File: config.mk
export PLATFORM = sky130hd
export DESIGN_NAME = ac_pipe_mul
export DESIGN_NICKNAME = d
export VERILOG_FILES = /design/src/rtl/ac_mul_pkg.sv /design/src/rtl/ac_quad_mul.sv /design/src/rtl/ac_pipe_mul.sv
export SDC_FILE = /design/constraint.sdc
export NUM_CORES = 1
export LEC_CHECK = 0
export ABC_AREA = 1
export BUFFER_PORTS_ARGS = -buffer_cell sky130_fd_sc_hd__buf_4
export CAP_MARGIN = 10
export CORE_MARGIN = 5
export CORE_UTILIZATION = 60
export CTS_BUF_LIST = sky130_fd_sc_hd__clkbuf_8 sky130_fd_sc_hd__clkbuf_16
export CTS_CLUSTER_SIZE = 30
export DETAILED_ROUTE_END_ITERATION = 10
export PLACE_DENSITY = 0.8
export SYNTH_ARGS = -nofsm -noshare
export SYNTH_HDL_FRONTEND = slang
export SYNTH_SLANG_ARGS = --single-unit
File: constraint.sdc
create_clock -name clk -period 3.7 [get_ports clk]
set_input_delay 0.74 -clock clk [delete_from_list [all_inputs] [get_ports clk]]
set_output_delay 0.74 -clock clk [all_outputs]
set_load 0.01 [all_outputs]
File: src/rtl/ac_mul_pkg.sv
// Shared constants and helpers for the quadrant-split approximate multiplier.
// Mode byte layout: {hh[7:6], hl[5:4], lh[3:2], ll[1:0]}.
package ac_mul_pkg;
  localparam int QLVL_W = 2;
  localparam int LL_OFF = 0;
  localparam int LH_OFF = 2;
  localparam int HL_OFF = 4;
  localparam int HH_OFF = 6;

  localparam int Q_HH = 0;
  localparam int Q_HL = 1;
  localparam int Q_LH = 2;
  localparam int Q_LL = 3;

  localparam int MASK_W = 64;

  // Keeps the product bits above min(2*lvl, 2*h); callers truncate to 2*h bits.
  function automatic logic [MASK_W-1:0] lvl_mask(input logic [QLVL_W-1:0] lvl, input int h);
    int n;
    n = 2 * int'(lvl);
    if (n > 2 * h) n = 2 * h;
    return {MASK_W{1'b1}} << n;
  endfunction
endpackage

File: src/rtl/ac_quad_mul.sv
// Combinational half-width quadrant multiplier with a per-transaction
// approximation level that zeroes the low product bits.
module ac_quad_mul
  import ac_mul_pkg::*;
#(
  parameter int H = 4
) (
  input  logic [H-1:0]      x,
  input  logic [H-1:0]      y,
  input  logic [QLVL_W-1:0] level,
  output logic [2*H-1:0]    prod
);
  logic [2*H-1:0] w_full;
  logic [2*H-1:0] w_mask;

  assign w_full = {{H{1'b0}}, x} * {{H{1'b0}}, y};
  assign w_mask = (2*H)'(lvl_mask(level, H));
  assign prod   = w_full & w_mask;
endmodule

File: src/rtl/ac_pipe_mul.sv
// Three-stage pipelined approximate unsigned multiplier behind a valid/ready stream.
// S1 holds operands/mode/tag, S2 the masked quadrant products, S3 the recombined product.
module ac_pipe_mul
  import ac_mul_pkg::*;
#(
  parameter int WIDTH = 8,
  parameter int TAG_W = 4
) (
  input  logic                 clk,
  input  logic                 rst,
  input  logic                 in_valid,
  output logic                 in_ready,
  input  logic [WIDTH-1:0]     a,
  input  logic [WIDTH-1:0]     b,
  input  logic [7:0]           mode,
  input  logic [TAG_W-1:0]     tag_in,
  output logic                 out_valid,
  input  logic                 out_ready,
  output logic [2*WIDTH-1:0]   prod,
  output logic [TAG_W-1:0]     tag_out
);
  localparam int H  = WIDTH / 2;
  localparam int QW = 2 * H;

  // Handshake: a transfer happens on a rising edge where valid && ready; an
  // asserted valid holds its data stable until that transfer. Each stage loads
  // when it is empty or the stage after it loads, so bubbles collapse and
  // in_ready reaches back combinationally from out_ready.
  logic w_s1_en, w_s2_en, w_s3_en;

  logic               r_v1, r_v2, r_v3;
  logic [WIDTH-1:0]   r_a, r_b;
  logic [7:0]         r_mode;
  logic [TAG_W-1:0]   r_tag1, r_tag2, r_tag3;
  logic [QW-1:0]      r_q [4];
  logic [2*WIDTH-1:0] r_prod;

  logic [QW-1:0]      w_q [4];
  logic [H-1:0]       w_ah, w_al, w_bh, w_bl;
  logic [QW:0]        w_mid;
  logic [2*WIDTH-1:0] w_prod;

  assign w_s3_en  = !r_v3 || out_ready;
  assign w_s2_en  = !r_v2 || w_s3_en;
  assign w_s1_en  = !r_v1 || w_s2_en;
  assign in_ready = w_s1_en;

  assign w_ah = r_a[WIDTH-1:H];
  assign w_al = r_a[H-1:0];
  assign w_bh = r_b[WIDTH-1:H];
  assign w_bl = r_b[H-1:0];

  ac_quad_mul #(.H(H)) u_q_hh (.x(w_ah), .y(w_bh), .level(r_mode[HH_OFF +: QLVL_W]), .prod(w_q[Q_HH]));
  ac_quad_mul #(.H(H)) u_q_hl (.x(w_ah), .y(w_bl), .level(r_mode[HL_OFF +: QLVL_W]), .prod(w_q[Q_HL]));
  ac_quad_mul #(.H(H)) u_q_lh (.x(w_al), .y(w_bh), .level(r_mode[LH_OFF +: QLVL_W]), .prod(w_q[Q_LH]));
  ac_quad_mul #(.H(H)) u_q_ll (.x(w_al), .y(w_bl), .level(r_mode[LL_OFF +: QLVL_W]), .prod(w_q[Q_LL]));

  // Cross terms summed one bit wider so the carry survives the shift-add.
  assign w_mid  = {1'b0, r_q[Q_HL]} + {1'b0, r_q[Q_LH]};
  assign w_prod = {r_q[Q_HH], {WIDTH{1'b0}}}
                + {{(H-1){1'b0}}, w_mid, {H{1'b0}}}
                + {{WIDTH{1'b0}}, r_q[Q_LL]};

  always_ff @(posedge clk) begin
    if (rst) begin
      r_v1   <= 1'b0;
      r_v2   <= 1'b0;
      r_v3   <= 1'b0;
      r_a    <= '0;
      r_b    <= '0;
      r_mode <= '0;
      r_tag1 <= '0;
      r_tag2 <= '0;
      r_tag3 <= '0;
      r_prod <= '0;
      for (int i = 0; i < 4; i++) r_q[i] <= '0;
    end else begin
      if (w_s1_en) begin
        r_v1 <= in_valid;
        if (in_valid) begin
          r_a    <= a;
          r_b    <= b;
          r_mode <= mode;
          r_tag1 <= tag_in;
        end
      end
      if (w_s2_en) begin
        r_v2 <= r_v1;
        if (r_v1) begin
          for (int i = 0; i < 4; i++) r_q[i] <= w_q[i];
          r_tag2 <= r_tag1;
        end
      end
      if (w_s3_en) begin
        r_v3 <= r_v2;
        if (r_v2) begin
          r_prod <= w_prod;
          r_tag3 <= r_tag2;
        end
      end
    end
  end

  assign out_valid = r_v3;
  assign prod      = r_prod;
  assign tag_out   = r_tag3;
endmodule

After elaboration in Yosys (flattened, before gate mapping) --
Memory sizes are Yosys's and may differ from the RTL's. Index checks and enable logic that the tools add are counted.
Cells by class: bitwise operators 8, reductions and logical operators 9, multiply operators 4, order comparisons 4, shifts and indexed selects 4, add/subtract/negate cells 3, muxes and demuxes 14
Operator list (count):
- 64-bit by 4-bit left shift with 8-bit output (first input constant) | 4
- 8-bit bitwise AND | 4
- 4-bit by 4-bit multiplier with 8-bit output | 4
- 8-bit two-way mux | 4
- 16-bit by 13-bit adder with 16-bit output | 1
- 16-bit by 8-bit adder with 16-bit output | 1
- 3-bit by 4-bit > comparator with 1-bit output (second input constant) | 4
- 4-bit two-way mux | 4
- 8-bit by 8-bit adder with 9-bit output | 1
- 1-bit two-way mux | 6
- 2-bit AND reduction | 3
- 1-bit OR | 4
- 1-bit logical NOT | 3
- 1-bit logical OR | 3
Storage, ports and cells: bits in registers 55, logic and storage cells 57, output and inout bits 22, memories 1, input bits 32, RAM bits 32
Memories:
- r_q | depth 4, bits a word 8, rd ports 4, clocked after memory_dff 0, write ports 4, RTL line ac_pipe_mul.sv:35 | logic [QW-1:0] r_q [4];

Longest topological paths before layout --
Gate-level depths: netlist of run 1.
depth in word-level cells 7, mapped depth 19

Hierarchy --
From an unflattened synthesis of run 1, not the netlist that was laid out.
Second synthesis, totals: cells, all modules 828, area, all modules 6114.6 um^2
By module, submodules not included:
- ac_pipe_mul | cells an instance 500, instances 1, area each 4077.7 um^2, seq. area each 2062.0 um^2
- ac_quad_mul (u_q_hh ...) | cells an instance 83, instances 2, area each 519.2 um^2, seq. area each 0.0 um^2
- ac_quad_mul (u_q_hl ...) | cells an instance 81, instances 2, area each 499.2 um^2, seq. area each 0.0 um^2

Worst setup path after synthesis of run 1 --
Ideal clock, no wire load.
path kind register to register, start reg r_b[3], end mem r_q[3][6] (netlist bit), data pin, required time 3.554 ns, stages on the path, launching flop included 14, path slack 0.746 ns, period minus slack after synthesis 2.954 ns, arrival time 2.808 ns, buffers on the path 1, path through dfxtp_1 -> clkbuf_1 -> nand2_1 -> fa_1 -> inv_1 -> fa_1 -> inv_1 -> fa_1 -> inv_1 -> nand2_1 -> nand2_1 -> a21oi_1 -> or2_2 -> a21oi_1
RTL lines:
- start: declaration | RTL line ac_pipe_mul.sv:32 | logic [WIDTH-1:0] r_a, r_b;
- start signal: assignment | RTL line ac_pipe_mul.sv:70 | r_b <= '0;
- start signal: assignment | RTL line ac_pipe_mul.sv:82 | r_b <= b;
- end: declaration | RTL line ac_pipe_mul.sv:35

==> results of run 1 <==
## cells by family (layout without fill, tap and decap cells)
logic type	Yosys count	in the layout	share of synthesized area (%)
compound gates	110	110	10.1
fa+ha+maj	85	85	20.2
xor+xnor	14	14	2.06
simple gates	308	308	22.5
flops	87	87	34.7
buf+inv	154	196	10.4
## cells in the final DEF (no fill, tap or decap), types with 2 or more instances in the layout
| cell | netlist | final |
|---|---|---|
| o21ai_1 | 2 | 2 |
| a211oi_2 | 2 | 2 |
| inv_2 | 4 | 4 |
| xor2_1 | 6 | 6 |
| nor2_2 | 8 | 8 |
| fa_1 | 18 | 18 |
| inv_8 | 0 | 3 |
| or2_2 | 6 | 6 |
| nor2_1 | 83 | 83 |
| inv_1 | 122 | 122 |
| nand4_1 | 13 | 13 |
| o21ai_0 | 51 | 51 |
| a21oi_1 | 42 | 42 |
| dfxtp_1 | 55 | 55 |
| nand2_1 | 157 | 157 |
| xnor2_1 | 8 | 8 |
| ha_1 | 67 | 67 |
| nor4_1 | 3 | 3 |
| a31oi_1 | 4 | 4 |
| nand3_1 | 25 | 25 |
| nor3b_1 | 3 | 3 |
| clkbuf_8 | 0 | 9 |
| a21oi_2 | 2 | 2 |
| edfxtp_1 | 32 | 32 |
| buf_4 | 4 | 54 |
| a31o_2 | 4 | 4 |
| nand3b_1 | 2 | 2 |
## power by group through the flow
| stage | sequential [W] | combinational, W | clock, W |
|---|---|---|---|
| 5_1_grt | 0.00111 | 0.000472 | 0.000730 |
| 3_3_place_gp | 0.00112 | 0.000398 | 0 |
| 4_1_cts | 0.00110 | 0.000412 | 0.000691 |
| 2_1_floorplan | 0.00110 | 0.000307 | 0 |
| 6_report | 0.00110 | 0.000412 | 0.000676 |
| 3_5_place_dp | 0.00112 | 0.000408 | 0 |
## critical path, delay by kind of cell (launching register included)
kind	cells	cell delay, ns
adder cells (fa/ha/maj)	3	1.52
AND/OR/NAND/NOR	4	0.52
flip-flops	1	0.50
buffers and inverters	3	0.20
AO/OA/AOI/OAI	2	0.18
## layout make-up
class / count / area, µm² / share of cell area [%]
multi-input combinational: 517 / 3260 / 49.6
inverter: 126 / 473 / 7.21
sequential: 87 / 2060 / 31.4
clock inverter: 7 / 72.6 / 1.11
timing repair buffer: 54 / 405 / 6.18
tap: 133 / 166 / 2.54
clock buffer: 9 / 124 / 1.89
## flip-flops by register name, indices dropped and copies added (netlist names), 4 cells and up
signal	count
r_q	32
prod	16
r_a	8
r_b	8
r_mode	8
r_tag1	4
r_tag2	4
tag_out	4
## stage by stage
stage / setup WS [ns] / hold WS [ns] / total power (W) / area [µm²] / std cells
floorplan: 0.746 / 0.424 / 0.00140 / 5940 / 758
global placement: 0.754 / 0.440 / 0.00152 / 6360 / 917
detailed placement: 0.660 / 0.457 / 0.00153 / 6360 / 917
CTS: 0.650 / 0.472 / 0.00220 / 6560 / 933
global route: 0.503 / 0.511 / 0.00231 / 6560 / 933
finish: 0.654 / 0.476 / 0.00219 / 6560 / 933
## worst paths after layout
| path | start | to | slack [ns] | depth (start not counted) |
|---|---|---|---|---|
| worst max register to register | r_b[3] | r_q[3][6] | 0.65 | 12 |
| worst min-delay path | r_tag1[0] | r_tag1[0] | 0.48 | 2 |
| worst max-delay path | r_b[3] | r_q[3][6] | 0.65 | 12 |
| worst min register to register | r_tag1[0] | r_tag1[0] | 0.48 | 2 |
## metal layers
layer / part of all wire (%) / global-route usage (%) / vias to the layer above / wire length (µm)
met2: 51 / 42.5 / 134 / 6630
met3: 4.9 / 3.41 / 28 / 644
met4: 1.9 / 7.39 / 0 / 253
met1: 43 / 28.2 / 2233 / 5580
li1: - / - / 2508 / -
met5: 0 / 0 / - / 0
==> reports/results.ini, run 1 <==
[run_status]
status=finished, final reports clean

[sta]
slew_headroom_pct=33.2
setup_tns_ns=0
tightest_slew_ns=1.00
finClkSkew_ns=0.0157
fin_crit_sh_pct=82.3
grt_setup_unrepaired=false
post-route-min-period_ns=3.05
finalMaxSlewViolations=0
setup_viol=0
fmax_ghz=0.328
hold_viol_final=0

[drt]
drcViolationCount=0
ant_nets=0
drt_iter0_drc=304
firstDrtPassIters=5
viasPerCell=5.26
finalWirelength_um=13100
wl_per_cell_um=14.1
num_vias=4903

[layout]
area_delta_synth_final_pct=10.4
n_antenna_cell=0
drive_gt1_share_pct=12.8
fin_nets=912
num-fill-cells=824
final_core_util_pct=67.4

[global_routing]
grtUsageTotal_pct=23.3
antenna_found_initial=0
grt_max_degree=45
grt_pass1_wl_um=21900
grt_pass1_vias=4853
globalRoute.totalOverflow=0

[min_path]
hold_class=register to register

[worst_setup_path]
crit_chain=nand2_1 > fa_1 > inv_1 > fa_1 > inv_1 > fa_1 > inv_1 > nand2_1 > nand2_1 > a21oi_1 > or2_2 > a21oi_1
cpPeakStageDelay_ns=0.56
endpoint_kind=register
setup.worst_path.start_class=register
path_class=register to register
worstPathMaxFanout=9
arrival_ns=3.28
crit_slowest_cell=fa_1
crit_required_ns=3.93

[synthesis]
synth_cell_type_count=40
synth_area_leader_cell=dfxtp_1
yosysSeqAreaShare_pct=34.7
synthCells=758
synth_edf_count=32
async_flop_share_pct=0
yosys.area.top_type_share_pct=18.5
synth_area_mm2=0.00594
ys_ff_latch=87
synth_warnings=0
synth-main-ff-cell=dfxtp_1
synth.area.top_cells=dfxtp_1 (19%), edfxtp_1 (16%), ha_1 (14%)
yosysMostFrequentCell=nand2_1
synth_area_per_cell_um2=7.84
syn-num-nets=875
ys_top_cells_by_count=nand2_1 (157), inv_1 (122), nor2_1 (83)

[power]
power-per-cell-area_mw_per_mm2=333
static-leakage-power_nw=3.59
p_sw_w=0.000712
switching_share_pct=32.5
clkPwrFrac_pct=30.9
p_comb_share_pct=18.9
ir_worst_vdd_v=0.000197
seq_power_share_pct=50.3
p_int_w=0.00148

[clocking]
cts.clk_slew.worst_paths_ns=0.10
cts_resized=0
cts_made_buffers=9
clkSinkCount=87
cts_setup_buffers=0
worstSkewPairLatency_ns=0.38
clk_path_buf_depth=2
h-tree-depth=3
cts_tree=built
cts-root-buf=clkbuf_8
cts_hold_buf=0

[job]
maxCapViolCount=0

[die]
die_x_um=109
placementRows=36
core-area_mm2=0.00973
io_pins=54
floorplan.initialDensity_pct=61.0
die-area_mm2=0.0120
fp.dieH_um=109

[placement]
place.gp.congestion=0.957
hpwl_um=10300
place.port_buffers=53

Power figures use the tool's default switching activity.
==> run 2: changes to the inputs <==
ABC_AREA = 0   (was 1)
PLACE_DENSITY = 0.81   (was 0.8)
clock period = 3.1 ns   (was 3.7 ns; I/O delays follow)
==> reports/results.ini, run 2 <==
[clocking]
cts_tree=built
cts_made_buffers=9  ; unchanged
clkSinkCount=87  ; unchanged
cts.clk_slew.worst_paths_ns=0.10  ; about the same
cts-root-buf=clkbuf_8
clk_path_buf_depth=2  ; unchanged
worstSkewPairLatency_ns=0.36  ; -0.02 ns
cts_hold_buf=0  ; unchanged
h-tree-depth=3  ; unchanged

[sta]
tightest_slew_ns=0.922  ; -0.0793 ns
fmax_ghz=0.330  ; +0.68%
hold_viol_final=0  ; unchanged
post-route-min-period_ns=3.03  ; -0.0204 ns
slew_headroom_pct=38.5  ; +5.4 points
finClkSkew_ns=0.0168  ; +0.00114 ns
setup_tns_ns=0  ; unchanged
finalMaxSlewViolations=0  ; unchanged
fin_crit_sh_pct=97.6  ; +15 points
setup_viol=0  ; unchanged

[layout]
final_core_util_pct=70.1  ; +2.7 points
layout_common_cells=nand2_1 (104), buf_4 (71), ha_1 (64)
fin_nets=757  ; -17%
largest_register_ffs=32  ; unchanged
largest_register=r_q
final-instance-count-excl-fill=756  ; -19%
area_delta_synth_final_pct=14.9
n_antenna_cell=0  ; unchanged
finish.instance_area_mm2=0.00645  ; -1.7%
final_common_cell=nand2_1
register_area_mm2=0.00208  ; +0.79%
drive_gt1_share_pct=20.5  ; +7.7 points
multi_input_area_mm2=0.00344  ; +5.5%
num-fill-cells=692  ; -16%

[drt]
drt_iter0_drc=168  ; -45%
finalWirelength_um=11700  ; -11%
viasPerCell=5.69  ; +8.3%
num_vias=4302  ; -12%
firstDrtPassIters=4  ; -1
wl_per_cell_um=15.5  ; +10%
ant_nets=0  ; unchanged
drcViolationCount=0  ; unchanged

[synthesis]
synth_top_family_by_area=adder cells
synth_cell_type_count=59  ; +48%
synth.area.top_cells=dfxtp_1 (20%), edfxtp_1 (17%), ha_1 (15%)
synth_area_leader_cell=dfxtp_1
synth_edf_count=32  ; unchanged
synthSimpleGateAreaFrac_pct=20.7  ; -1.8 points
synth_compound_area_share_pct=14.1  ; +3.9 points
yosysMostFrequentCell=nand2_1
synth-adder-area-share_pct=21.3  ; +1.2 points
async_flop_share_pct=0  ; unchanged
synth_warnings=0  ; unchanged
ys_top_cells_by_count=nand2_1 (104), ha_1 (67), a21oi_1 (63)
synthMuxAreaShare_pct=0  ; unchanged
synth_area_per_cell_um2=9.68  ; +24%
synth_area_mm2=0.00562  ; -5.5%
syn-num-nets=697  ; -20%
yosysSeqAreaShare_pct=36.7  ; +2.0 points
synth-main-ff-cell=dfxtp_1
synthCells=580  ; -23%
yosys.area.top_type_share_pct=19.6  ; +1.1 points
ys_ff_latch=87  ; unchanged
synth_xor_xnor_area_share_pct=3.43  ; +1.4 points

[run_status]
status=finished, final reports clean

[die]
core-area_mm2=0.00920  ; -5.5%
io_pins=54  ; unchanged
die-area_mm2=0.0114  ; -5.0%
die_x_um=107  ; -2.5%
fp.dieH_um=107  ; -2.5%
floorplan.initialDensity_pct=61.1  ; about the same
placementRows=35  ; -2.8%

[global_routing]
antenna_found_initial=0  ; unchanged
grt_max_degree=62  ; +38%
globalRoute.totalOverflow=0  ; unchanged
grt_pass1_wl_um=19000  ; -13%
grtUsageTotal_pct=20.6  ; -2.7 points
grt_pass1_vias=4167  ; -14%

[power]
static-leakage-power_nw=2.95  ; -18%
power-per-cell-area_mw_per_mm2=382  ; +14%
ir_worst_vdd_v=0.000237  ; +20%

[job]
maxCapViolCount=0  ; unchanged

[placement]
place.gp.congestion=0.884  ; -7.7%
hpwl_um=8680  ; -16%
dpl.cell_count=736  ; -20%
place.port_buffers=53  ; unchanged
dpl_cell_area_mm2=0.00612  ; -3.9%

[worst_setup_path]
arrival_ns=3.13  ; -0.15 ns
r2r_slack_ns=0.07  ; -0.58 ns
endpoint_kind=register
crit_required_ns=3.20  ; -0.73 ns
path_class=register to register
setup.worst_path.start_class=register
worstPathMaxFanout=6  ; -3

[min_path]
hold_class=register to register

==> run 2: changes by cell type after synthesis, moves of 6 or more <==
cell,before,now
nand2_1,157,104
o21ai_0,51,10
and2_1,0,48
a21o_1,1,11
nand4_1,13,0
nor2_1,83,25
clkbuf_1,16,10
a211oi_1,0,12
inv_1,122,19
nor2_2,8,0
nand3_1,25,5
a21oi_1,42,63
==> run 2: layout make-up <==
cell class              count  share of cell area (%)
clock buffers               9                    1.92
clock inverters             7                    1.05
inverters                  19                    1.11
multi-input cells         452                    53.3
flip-flops and latches     87                    32.2
well taps                 111                    2.15
repair buffers             71                    8.26
==> run 2: per-layer routing <==
metal / up-vias / global-route usage (%) / wire [µm]
met4: 0 / 7.21 / 299
met1: 2030 / 26.3 / 5290
met3: 27 / 3.55 / 442
met2: 96 / 35.3 / 5650
li1: 2149 / - / -
met5: - / 0 / 0
==> run 2: critical path: stages (launching register included) <==
cell,delay [ns]
dfxtp_2,0.39
nand2_1,0.09
fa_1,0.54
inv_1,0.07
fa_1,0.53
ha_1,0.31
a21o_1,0.20
a21oi_2,0.20
o21ai_0,0.16
xnor2_1,0.22
nor2_1,0.06
==> run 2: worst paths after layout <==
kind | startpoint | cells past startpoint | endpoint
setup / recovery | r_b[7] | 10 | r_q[2][7]
hold / removal | r_tag2[0] | 2 | tag_out[0]
setup reg to reg | r_b[7] | 10 | r_q[2][7]
hold reg to reg | r_tag2[0] | 2 | tag_out[0]
==> run 2: cells by family (layout without fill, tap and decap cells) <==
family / after synthesis / after routing
buf+inv: 41 / 106
simple gates: 222 / 222
fa+ha+maj: 85 / 85
flops: 87 / 87
xor+xnor: 22 / 22
compound gates: 123 / 123
==> run 2: timing repair <==
item,4_1_cts,5_1_grt
resized for setup,4,29
setup buffers,1,3
setup endpoints to repair,3,14
pin swaps,3,5
==> run 2: stage by stage <==
step | setup slack (ns) | hold slack (ns) | power, W
4_1_cts | 0.00731 | 0.457 | 0.00246
2_1_floorplan | 0.163 | 0.432 | 0.00156
3_5_place_dp | -0.207 | 0.448 | 0.00169
5_1_grt | -0.0809 | 0.473 | 0.00258
3_3_place_gp | -0.0502 | 0.440 | 0.00167
6_report | 0.0740 | 0.458 | 0.00246
==> run 2: power breakdown <==
part	internal [W]	switching, W	leakage, nW
clock network	0.000309	0.000451	0.0950
logic	0.000184	0.000224	2.05
registers	0.00124	0.0000551	0.796
total	0.00173	0.000730	2.95
